`src/rtl/seg7_scan_mux.sv`:
```
// seg7_scan_mux
// Time-multiplexed driver for a common-cathode seven-segment display.
// Digits are scanned one at a time. Each digit is preceded by a dark blanking
// gap so the previous pattern does not ghost onto the next digit. New patterns
// arrive through a valid/ready handshake. They are held in a pending register
// and move into the displayed (active) register only at a frame boundary, so a
// frame is never torn.
//
// Ports
//   i_clk          system clock
//   i_reset        asynchronous, active-high reset
//   i_seg_in       per-digit segment patterns, digit k at [7k+6:7k], active-high
//   i_blank_in     per-digit blank mask, 1 = digit shows nothing
//   i_load_valid   i_seg_in / i_blank_in valid this cycle
//   o_load_ready   a load can be accepted (pending register empty)
//   o_led_out      segment drive for the enabled digit, active-high
//   o_digit_en     digit enables, one-hot or zero, active-high
//   o_frame_done   one-cycle pulse in the first BLANK cycle of digit 0
//
// state  | meaning
// -------+-----------------------------------------------------------
// BLANK  | all digits dark for BLANK_COUNT cycles before digit r_idx
// SHOW   | digit r_idx lit with its active pattern for SCAN_COUNT cycles

module seg7_scan_mux #(
    parameter int NUM_DIGITS  = 4,
    parameter int SCAN_COUNT  = 16_000,
    parameter int BLANK_COUNT = 160
) (
    input  logic                    i_clk,
    input  logic                    i_reset,
    input  logic [7*NUM_DIGITS-1:0] i_seg_in,
    input  logic [NUM_DIGITS-1:0]   i_blank_in,
    input  logic                    i_load_valid,
    output logic                    o_load_ready,
    output logic [6:0]              o_led_out,
    output logic [NUM_DIGITS-1:0]   o_digit_en,
    output logic                    o_frame_done
);

    localparam int MAX_CNT = (SCAN_COUNT > BLANK_COUNT) ? SCAN_COUNT : BLANK_COUNT;
    // A one-cycle dwell would give a zero-width counter; keep at least one bit.
    localparam int CNT_W   = (MAX_CNT > 1) ? $clog2(MAX_CNT) : 1;
    localparam int IDX_W   = $clog2(NUM_DIGITS);

    localparam logic [CNT_W-1:0] SCAN_TC  = CNT_W'(SCAN_COUNT - 1);
    localparam logic [CNT_W-1:0] BLANK_TC = CNT_W'(BLANK_COUNT - 1);
    localparam logic [IDX_W-1:0] IDX_LAST = IDX_W'(NUM_DIGITS - 1);

    typedef enum logic {
        ST_BLANK = 1'b0,
        ST_SHOW  = 1'b1
    } state_t;

    state_t                  r_state;
    state_t                  w_state_nxt;
    logic [IDX_W-1:0]        r_idx;
    logic [IDX_W-1:0]        w_idx_nxt;
    logic [CNT_W-1:0]        r_cnt;
    logic [CNT_W-1:0]        w_cnt_nxt;
    logic                    w_wrap;

    logic [7*NUM_DIGITS-1:0] r_act_seg;
    logic [NUM_DIGITS-1:0]   r_act_blank;
    logic [7*NUM_DIGITS-1:0] r_pend_seg;
    logic [NUM_DIGITS-1:0]   r_pend_blank;
    logic                    r_pend_full;
    logic                    r_frame_done;
    logic                    w_accept;
    logic [6:0]              w_digit_seg;

    // Scan sequencer: dwell counter counts up from 0 to the terminal count of
    // the current state, then restarts for the next state.
    always_comb begin
        w_state_nxt = r_state;
        w_idx_nxt   = r_idx;
        w_cnt_nxt   = r_cnt + CNT_W'(1);
        w_wrap      = 1'b0;
        case (r_state)
            ST_BLANK: begin
                if (r_cnt == BLANK_TC) begin
                    w_state_nxt = ST_SHOW;
                    w_cnt_nxt   = '0;
                end
            end
            ST_SHOW: begin
                if (r_cnt == SCAN_TC) begin
                    w_state_nxt = ST_BLANK;
                    w_cnt_nxt   = '0;
                    if (r_idx == IDX_LAST) begin
                        w_idx_nxt = '0;
                        w_wrap    = 1'b1;
                    end else begin
                        w_idx_nxt = r_idx + IDX_W'(1);
                    end
                end
            end
            default: begin
                w_state_nxt = ST_BLANK;
                w_idx_nxt   = '0;
                w_cnt_nxt   = '0;
            end
        endcase
    end

    always_ff @(posedge i_clk or posedge i_reset) begin
        if (i_reset) begin
            r_state <= ST_BLANK;
            r_idx   <= '0;
            r_cnt   <= '0;
        end else begin
            r_state <= w_state_nxt;
            r_idx   <= w_idx_nxt;
            r_cnt   <= w_cnt_nxt;
        end
    end

    assign w_accept = i_load_valid && !r_pend_full;

    // Active only changes on the wrap edge. A pending pattern wins; with
    // pending empty, a load accepted on that very edge bypasses straight in.
    always_ff @(posedge i_clk or posedge i_reset) begin
        if (i_reset) begin
            r_act_seg    <= '0;
            r_act_blank  <= '0;
            r_pend_seg   <= '0;
            r_pend_blank <= '0;
            r_pend_full  <= 1'b0;
            r_frame_done <= 1'b0;
        end else begin
            r_frame_done <= w_wrap;
            if (w_wrap) begin
                if (r_pend_full) begin
                    r_act_seg   <= r_pend_seg;
                    r_act_blank <= r_pend_blank;
                    r_pend_full <= 1'b0;
                end else if (w_accept) begin
                    r_act_seg   <= i_seg_in;
                    r_act_blank <= i_blank_in;
                end
            end else if (w_accept) begin
                r_pend_seg   <= i_seg_in;
                r_pend_blank <= i_blank_in;
                r_pend_full  <= 1'b1;
            end
        end
    end

    assign w_digit_seg = r_act_seg[7*r_idx +: 7];

    always_comb begin
        o_digit_en = '0;
        o_led_out  = '0;
        if (r_state == ST_SHOW) begin
            o_digit_en = NUM_DIGITS'(1) << r_idx;
            if (!r_act_blank[r_idx]) begin
                o_led_out = w_digit_seg;
            end
        end
    end

    assign o_load_ready = !r_pend_full;
    assign o_frame_done = r_frame_done;

endmodule
```
`config.mk`:
```
export PLATFORM = sky130hd
export DESIGN_NAME = seg7_scan_mux
export DESIGN_NICKNAME = d
export VERILOG_FILES = /design/src/rtl/seg7_scan_mux.sv
export SDC_FILE = /design/constraint.sdc
export NUM_CORES = 1
export LEC_CHECK = 0
export CORE_ASPECT_RATIO = 0.6
export CORE_UTILIZATION = 56
export DETAILED_ROUTE_END_ITERATION = 8
export GPL_TIMING_DRIVEN = 0
export PLACE_DENSITY = 0.91
export SYNTH_ARGS = -nofsm -noshare
export SYNTH_HDL_FRONTEND = slang
export SYNTH_SLANG_ARGS = --single-unit
```
`constraint.sdc`:
```
create_clock -name i_clk -period 3.2 [get_ports i_clk]
set_input_delay 0.48 -clock i_clk [delete_from_list [all_inputs] [get_ports i_clk]]
set_output_delay 0.48 -clock i_clk [all_outputs]
set_load 0.05 [all_outputs]
```
==> impl_metrics.csv, run 1 <==
group,metric,value,unit
run_status,status,"complete, but fails checks",
run_status,failed_checks,"design-rule violations",
floorplan,die_area,7590,sq um
power,power_density,477,nW/um^2
final_layout,seqCellArea,2080,sq um
clock_network,cts_buffer_depth,2,
timing,tightest_slew,0.805,ns
global_routing,antenna_found_initial,0,
detailed_routing,drtIter0Drc,221,
timing,slew_headroom,46.4,%
synth,avgSynthCellArea,12.4,sq um
placed_design,portBuffers,47,
clock_network,ctsRootBufferMaster,"clkbuf_16",
detailed_routing,routed_wl,8.73,mm
final_layout,area_delta_synth_final,23.0,%
final_layout,stdcell_count,477,
detailed_routing,ant_nets,0,
clock_network,cts.sinks,83,
final_layout,nFillCells,480,
detailed_routing,avgViaCountPerCell,5.84,
synth,syn_nets,366,
setup_path,cp-start-kind,"register",
timing,post-route-min-period,2.99,ns
global_routing,grt_pass1_vias,2847,
synth,ys_top_cells_by_count,"dfrtp_1, o21ai_0, mux2i_1, mux2_4, nor2_1",
clock_network,cts_made_buffers,9,
power,ir_worst_vdd,0.000372,V
setup_path,crit_fanout,10,
synth,syn_area,4050,sq um
timing,fmax,334,MHz
clock_network,cts_hold_buf,0,
synth,ys_seq_area_share,51.3,%
timing,setup_viol,0,
detailed_routing,wl_per_cell,18.3,um
final_layout,n_antenna_cell,0,
detailed_routing,num_vias,2788,
timing,period_share,93.5,%
placed_design,dp_cells,461,
clock_network,worstSkewPairLatency,0.34,ns
job,max-cap-violations,0,
synth,yosysUniqueCellTypes,37,
global_routing,grt_use_total,25.7,%
floorplan,placementRows,23,
final_layout,drive_gt1_share,18.2,%
min_path,min_path_type,"in2async",
timing,clock_skew,0.00486,ns
clock_network,cts_tree,"done",
timing,rsz0062_at_grt,"false",
detailed_routing,dr.pass1.iters,6,
placed_design,hpwl,6.15,mm
detailed_routing,drc,2,
synth,yosysMostFrequentCell,"dfrtp_1",
clock_network,clk_pin_slew,0.06,ns
synth,yosysTopAreaCell,"dfrtp_1",
synth,syn_inst,326,
final_layout,multi_input_area,1830,sq um
synth,synth-edff-count,0,
setup_path,path_class,"reg2out",
synth,ys_seq_elements,83,
final_layout,fin_nets,425,
floorplan,fp.dieH,67.9,um
placed_design,place.gp.congestion,0.843,
synth,yosysTopAreaCellShare,51.3,%
synth,ys.flop_type,"dfrtp_1",
global_routing,grt_pass1_wl,14.4,mm
setup_path,cp.arrival,2.51,ns
setup_path,crit_required,2.72,ns
synth,yosys_warnings,0,
floorplan,io_pins,48,
global_routing,grt.overflow.total,0,
clock_network,post_cts_buffers,0,
floorplan,start_util,59.4,%
power,power_leakage,0.00244,uW
floorplan,die_w,112,um
synth,synth_area_leaders,"dfrtp_1, mux2_4, mux2i_1, o21ai_0, mux4_2",
clock_network,cts.htree.levels,3,
timing,drv_slew,0,
power,p_total,2380,uW
global_routing,grt_start_max_net_pins,62,
floorplan,core,6820,sq um
timing,finalHoldViolations,0,
setup_path,cp-end-kind,"output port",
timing,fin_tns_setup,0,ns
synth,async_reset_ff_share,100,%
==> kinds of logic (layout without fill, tap and decap cells) <==
kind of cell,Yosys count,after routing,synth area share (%)
compound gates,67,67,8.34
xor+xnor,12,12,2.59
fa+ha+maj,5,5,1.54
buf+inv,28,92,3.67
flops,83,83,51.3
mux,74,74,24.6
simple gates,57,57,8.00
==> worst max-delay path: stages, from the launching register on <==
cell	delay [ns]
dfrtp_1	0.39
clkbuf_2	0.30
mux4_2	0.34
nand2b_1	0.31
nor2b_1	0.27
dlygate4sd2_1	0.56
==> layer usage <==
layer  GRT usage [%]  part of all wire (%)  vias up
met1            34.5                    46     1406
li1                -                     -     1280
met5               0                     0        -
met4            6.59                   1.0        0
met2            41.2                    46       95
met3            8.24                   6.6        7
==> state kept, by name, summed over array words and instances, names as in the netlist <==
name,cells
r_idx,2
r_pend_full,1
o_frame_done,1
r_act_seg,28
r_cnt,14
r_pend_blank,4
r_act_blank,4
r_pend_seg,28
r_state,1
==> per-stage QoR <==
step | cell area (sq um) | utilization [%] | setup slack (ns) | hold WS, ns
floorplan | 4050 | - | 0.583 | 0.433
global placement | 4630 | 67.9 | -0.637 | 0.446
detailed placement | 4660 | 68.3 | 0.144 | 0.459
CTS | 4970 | 72.9 | 0.00656 | 0.463
global route | 4980 | 73.1 | 0.139 | 0.482
finish | 4980 | 73.1 | 0.208 | 0.462
==> cell type report <==
class	instances	share of cell area [%]
inverters	8	0.653
repair buffers	48	10.3
plain buffers	20	2.43
multi-input cells	215	36.6
flip-flops and latches	83	41.7
clock buffers	15	5.57
well taps	87	2.18
clock inverters	1	0.602
==> power by group <==
group          leakage [uW]  switching, uW  total [uW]  internal, uW
registers           0.00108           32.5        1140          1110
logic               0.00122           65.6         177           111
clock network      0.000150            395        1060           669
total               0.00244            494        2380          1890
==> placed cells by master (no fill, tap or decap), types with 6 or more instances in the layout <==
cell / netlist / final
clkbuf_1: 13 / 15
nor2b_1: 8 / 8
xnor2_1: 8 / 8
mux4_2: 8 / 8
dlymetal6s2s_1: 0 / 6
clkbuf_16: 0 / 9
clkdlybuf4s50_1: 0 / 40
o21ai_0: 62 / 62
nor2_1: 15 / 15
mux2_4: 30 / 30
inv_1: 8 / 7
dfrtp_1: 83 / 83
mux2i_1: 32 / 32
==> worst paths after layout <==
check	slack [ns]	startpoint	cells past startpoint	end
worst max-delay path	0.21	r_idx[1]$_DFFE_PP0P_	5	o_led_out[2]
worst min-delay path	0.46	i_reset	2	r_cnt[6]$_DFF_PP0_
worst max register to register	0.66	r_cnt[0]$_DFF_PP0_	6	r_act_seg[21]$_DFFE_PP0P_
worst min register to register	0.46	r_cnt[0]$_DFF_PP0_	1	r_cnt[0]$_DFF_PP0_
max in group asynchronous	2.16	i_reset	3	r_act_seg[20]$_DFFE_PP0P_
min in group i_clk	0.46	r_cnt[0]$_DFF_PP0_	1	r_cnt[0]$_DFF_PP0_
==> what timing repair did <==
| item | CTS | global route |
|---|---|---|
| gates resized for setup | 3 | 6 |
| gates cloned | 0 | 0 |
| endpoints found under the setup margin | 7 | 6 |
Power figures use the tool's default switching activity.
==> inputs of run 2 (changes only) <==
Settings changed: ABC_AREA set to 1, CORE_UTILIZATION 56 to 57, DONT_BUFFER_PORTS set to 1, PLACE_DENSITY 0.91 to 0.83.
==> impl_metrics.csv, run 2 <==
group,metric,value,unit
run_status,status,"finished clean",
synth,syn_nets,641,
timing,clock_skew,0.00716,ns
synth,yosysMostFrequentCell,"nand2_1",
timing,fin_tns_setup,0,ns
clock_network,cts.htree.levels,3,
clock_network,post_cts_buffers,0,
detailed_routing,num_vias,4053,
clock_network,ctsRootBufferMaster,"clkbuf_16",
global_routing,grt_use_total,31.2,%
timing,setup_viol,0,
synth,syn_inst,601,
clock_network,cts_tree,"done",
synth,yosysTopAreaCellShare,47.4,%
placed_design,dp_cells,706,
placed_design,hpwl,8.13,mm
final_layout,final_area,4900,sq um
power,ir_worst_vdd,0.000403,V
synth,yosys_warnings,0,
floorplan,placementRows,24,
synth,yosysTopAreaCell,"dfrtp_1",
synth,ys_seq_area_share,47.4,%
floorplan,die_area,8050,sq um
final_layout,n_antenna_cell,0,
clock_network,cts_buffer_depth,2,
synth,yosysUniqueCellTypes,26,
synth,async_reset_ff_share,100,%
setup_path,crit_chain,"buf_2 > clkinv_1 > nand2_1 > o211ai_1 > a21oi_1",
final_layout,drive_gt1_share,6.96,%
final_layout,stdcell_count,722,
global_routing,antenna_found_initial,0,
final_layout,layout_common_cells,"nand2_1, dfrtp_1, nor2_1",
timing,rsz0062_at_grt,"true",
detailed_routing,dr.pass1.iters,5,
global_routing,grt_pass1_wl,19.1,mm
setup_path,slowest_delay,0.99,ns
detailed_routing,ant_nets,0,
floorplan,io_pins,48,
synth,ys_seq_elements,83,
global_routing,grt_start_max_net_pins,71,
setup_path,cp.arrival,2.70,ns
placed_design,portBuffers,0,
min_path,min_path_type,"in2reg",
synth,synth_area_leaders,"dfrtp_1, nand2_1, nand4_1, nor2_1, nand3_1",
detailed_routing,routed_wl,11.2,mm
global_routing,grt.overflow.total,0,
setup_path,crit_fanout,10,
detailed_routing,drtIter0Drc,328,
synth,syn_area,4380,sq um
synth,avgSynthCellArea,7.29,sq um
final_layout,fin_nets,654,
setup_path,crit_required,2.72,ns
timing,fmax,315,MHz
clock_network,cts_made_buffers,9,
setup_path,cp-start-kind,"register",
floorplan,start_util,59.6,%
job,max-cap-violations,0,
synth,ys_top_cells_by_count,"nand2_1, dfrtp_1, nor2_1, nand3_1, nand4_1",
timing,drv_slew,0,
floorplan,die_w,115,um
timing,tightest_slew,1.18,ns
power,power_density,496,nW/um^2
clock_network,worstSkewPairLatency,0.35,ns
timing,post-route-min-period,3.18,ns
detailed_routing,avgViaCountPerCell,5.61,
timing,period_share,99.3,%
timing,finalHoldViolations,0,
clock_network,clk_pin_slew,0.06,ns
synth,synth-edff-count,0,
timing,slew_headroom,21.8,%
detailed_routing,drc,0,
floorplan,core,7360,sq um
final_layout,area_delta_synth_final,11.8,%
placed_design,place.gp.congestion,0.906,
final_layout,nFillCells,640,
final_layout,postLayoutCoreUtil,66.6,%
clock_network,cts.sinks,83,
detailed_routing,wl_per_cell,15.5,um
global_routing,grt_pass1_vias,3827,
final_layout,layout_commonest_cell,"nand2_1",
floorplan,fp.dieH,69.9,um
synth,ys.flop_type,"dfrtp_1",
placed_design,postPlaceCellArea,4540,sq um
setup_path,cp-end-kind,"output port",
timing,hold_ws,0.276,ns
final_layout,top_regs,"r_act_seg: 28 flops, r_pend_seg: 28 flops, r_cnt: 14 flops",
setup_path,path_class,"reg2out",
setup_path,critPathSlowestCell,"a21oi_1",
power,power_leakage,0.00264,uW
==> run 2: cell types whose count changed after synthesis, moves of 5 or more <==
| cell | before | now |
|---|---|---|
| nor2_1 | 15 | 61 |
| nor2b_1 | 8 | 0 |
| mux4_2 | 8 | 0 |
| xnor2_1 | 8 | 1 |
| a21oi_1 | 1 | 9 |
| clkbuf_1 | 13 | 18 |
| buf_2 | 1 | 9 |
| nand2_1 | 3 | 268 |
| nand3_1 | 4 | 39 |
| o21ai_0 | 62 | 16 |
| inv_1 | 8 | 23 |
| nand4_1 | 4 | 38 |
| mux2i_1 | 32 | 0 |
| mux2_4 | 30 | 0 |
==> run 2: layout make-up <==
class                           count  area [sq um]  share of cell area, %
Sequential cell                    83          2080                   42.4
Multi-Input combinational cell    458          2040                   41.6
Clock buffer                       11           243                   4.96
Buffer                             33           169                   3.45
Tap cell                          104           130                   2.66
Inverter                           27           104                   2.12
Clock inverter                      4          98.8                   2.02
Timing Repair Buffer                2          37.5                  0.766
==> run 2: cell families (layout without fill, tap and decap cells) <==
group,after synthesis,count (layout),synth area share [%]
fa+ha+maj,5,5,1.43
buf+inv,60,77,6.17
simple gates,418,418,40.2
flops,83,83,47.4
compound gates,27,27,3.17
xor+xnor,8,8,1.60
==> run 2: critical path: cells and delay by family (launching register included) <==
family | cells | cell delay, ns
AOI/OAI and AO/OA | 2 | 1.24
buffers and inverters | 2 | 0.56
DFF | 1 | 0.37
and+or+nand+nor | 1 | 0.17
==> run 2: timing repair <==
action,CTS,global route
hold buffers,1,0
resized for setup,0,1
endpoints found under the setup margin,0,7
hold endpoints to repair,13,0
==> run 2: routing by layer <==
| metal | GRT usage [%] | vias up | routed length, um |
|---|---|---|---|
| met5 | 0 | - | 0 |
| li1 | - | 1945 | - |
| met1 | 47.3 | 1902 | 5130 |
| met3 | 9.98 | 25 | 1240 |
| met4 | 10.1 | 0 | 222 |
| met2 | 41.9 | 181 | 4590 |
==> run 2: power breakdown <==
part           internal [uW]  switching, uW
combinational           40.1           72.9
clock                    781            410
sequential              1100           25.7
==> run 2: path summary, 6_finish.rpt <==
check,start,to,slack (ns),cells past startpoint
min in group asynchronous,i_reset,r_pend_seg[18]$_DFFE_PP0P_,0.53,2
worst min-delay path,i_seg_in[17],r_pend_seg[17]$_DFFE_PP0P_,0.28,2
worst max-delay path,r_idx[1]$_DFFE_PP0P_,o_led_out[1],0.02,5
worst min register to register,r_cnt[0]$_DFF_PP0_,r_cnt[0]$_DFF_PP0_,0.46,1
worst max register to register,r_idx[0]$_DFFE_PP0P_,r_act_blank[2]$_DFFE_PP0P_,1.23,6
max in group asynchronous,i_reset,r_act_seg[16]$_DFFE_PP0P_,2.07,3
==> run 2: per-stage QoR <==
step	setup slack [ns]	power, uW
floorplan	0.583	1220
global placement	-0.296	1240
detailed placement	0.427	1250
CTS	0.0778	2440
global route	-0.0980	2500
finish	0.0233	2430
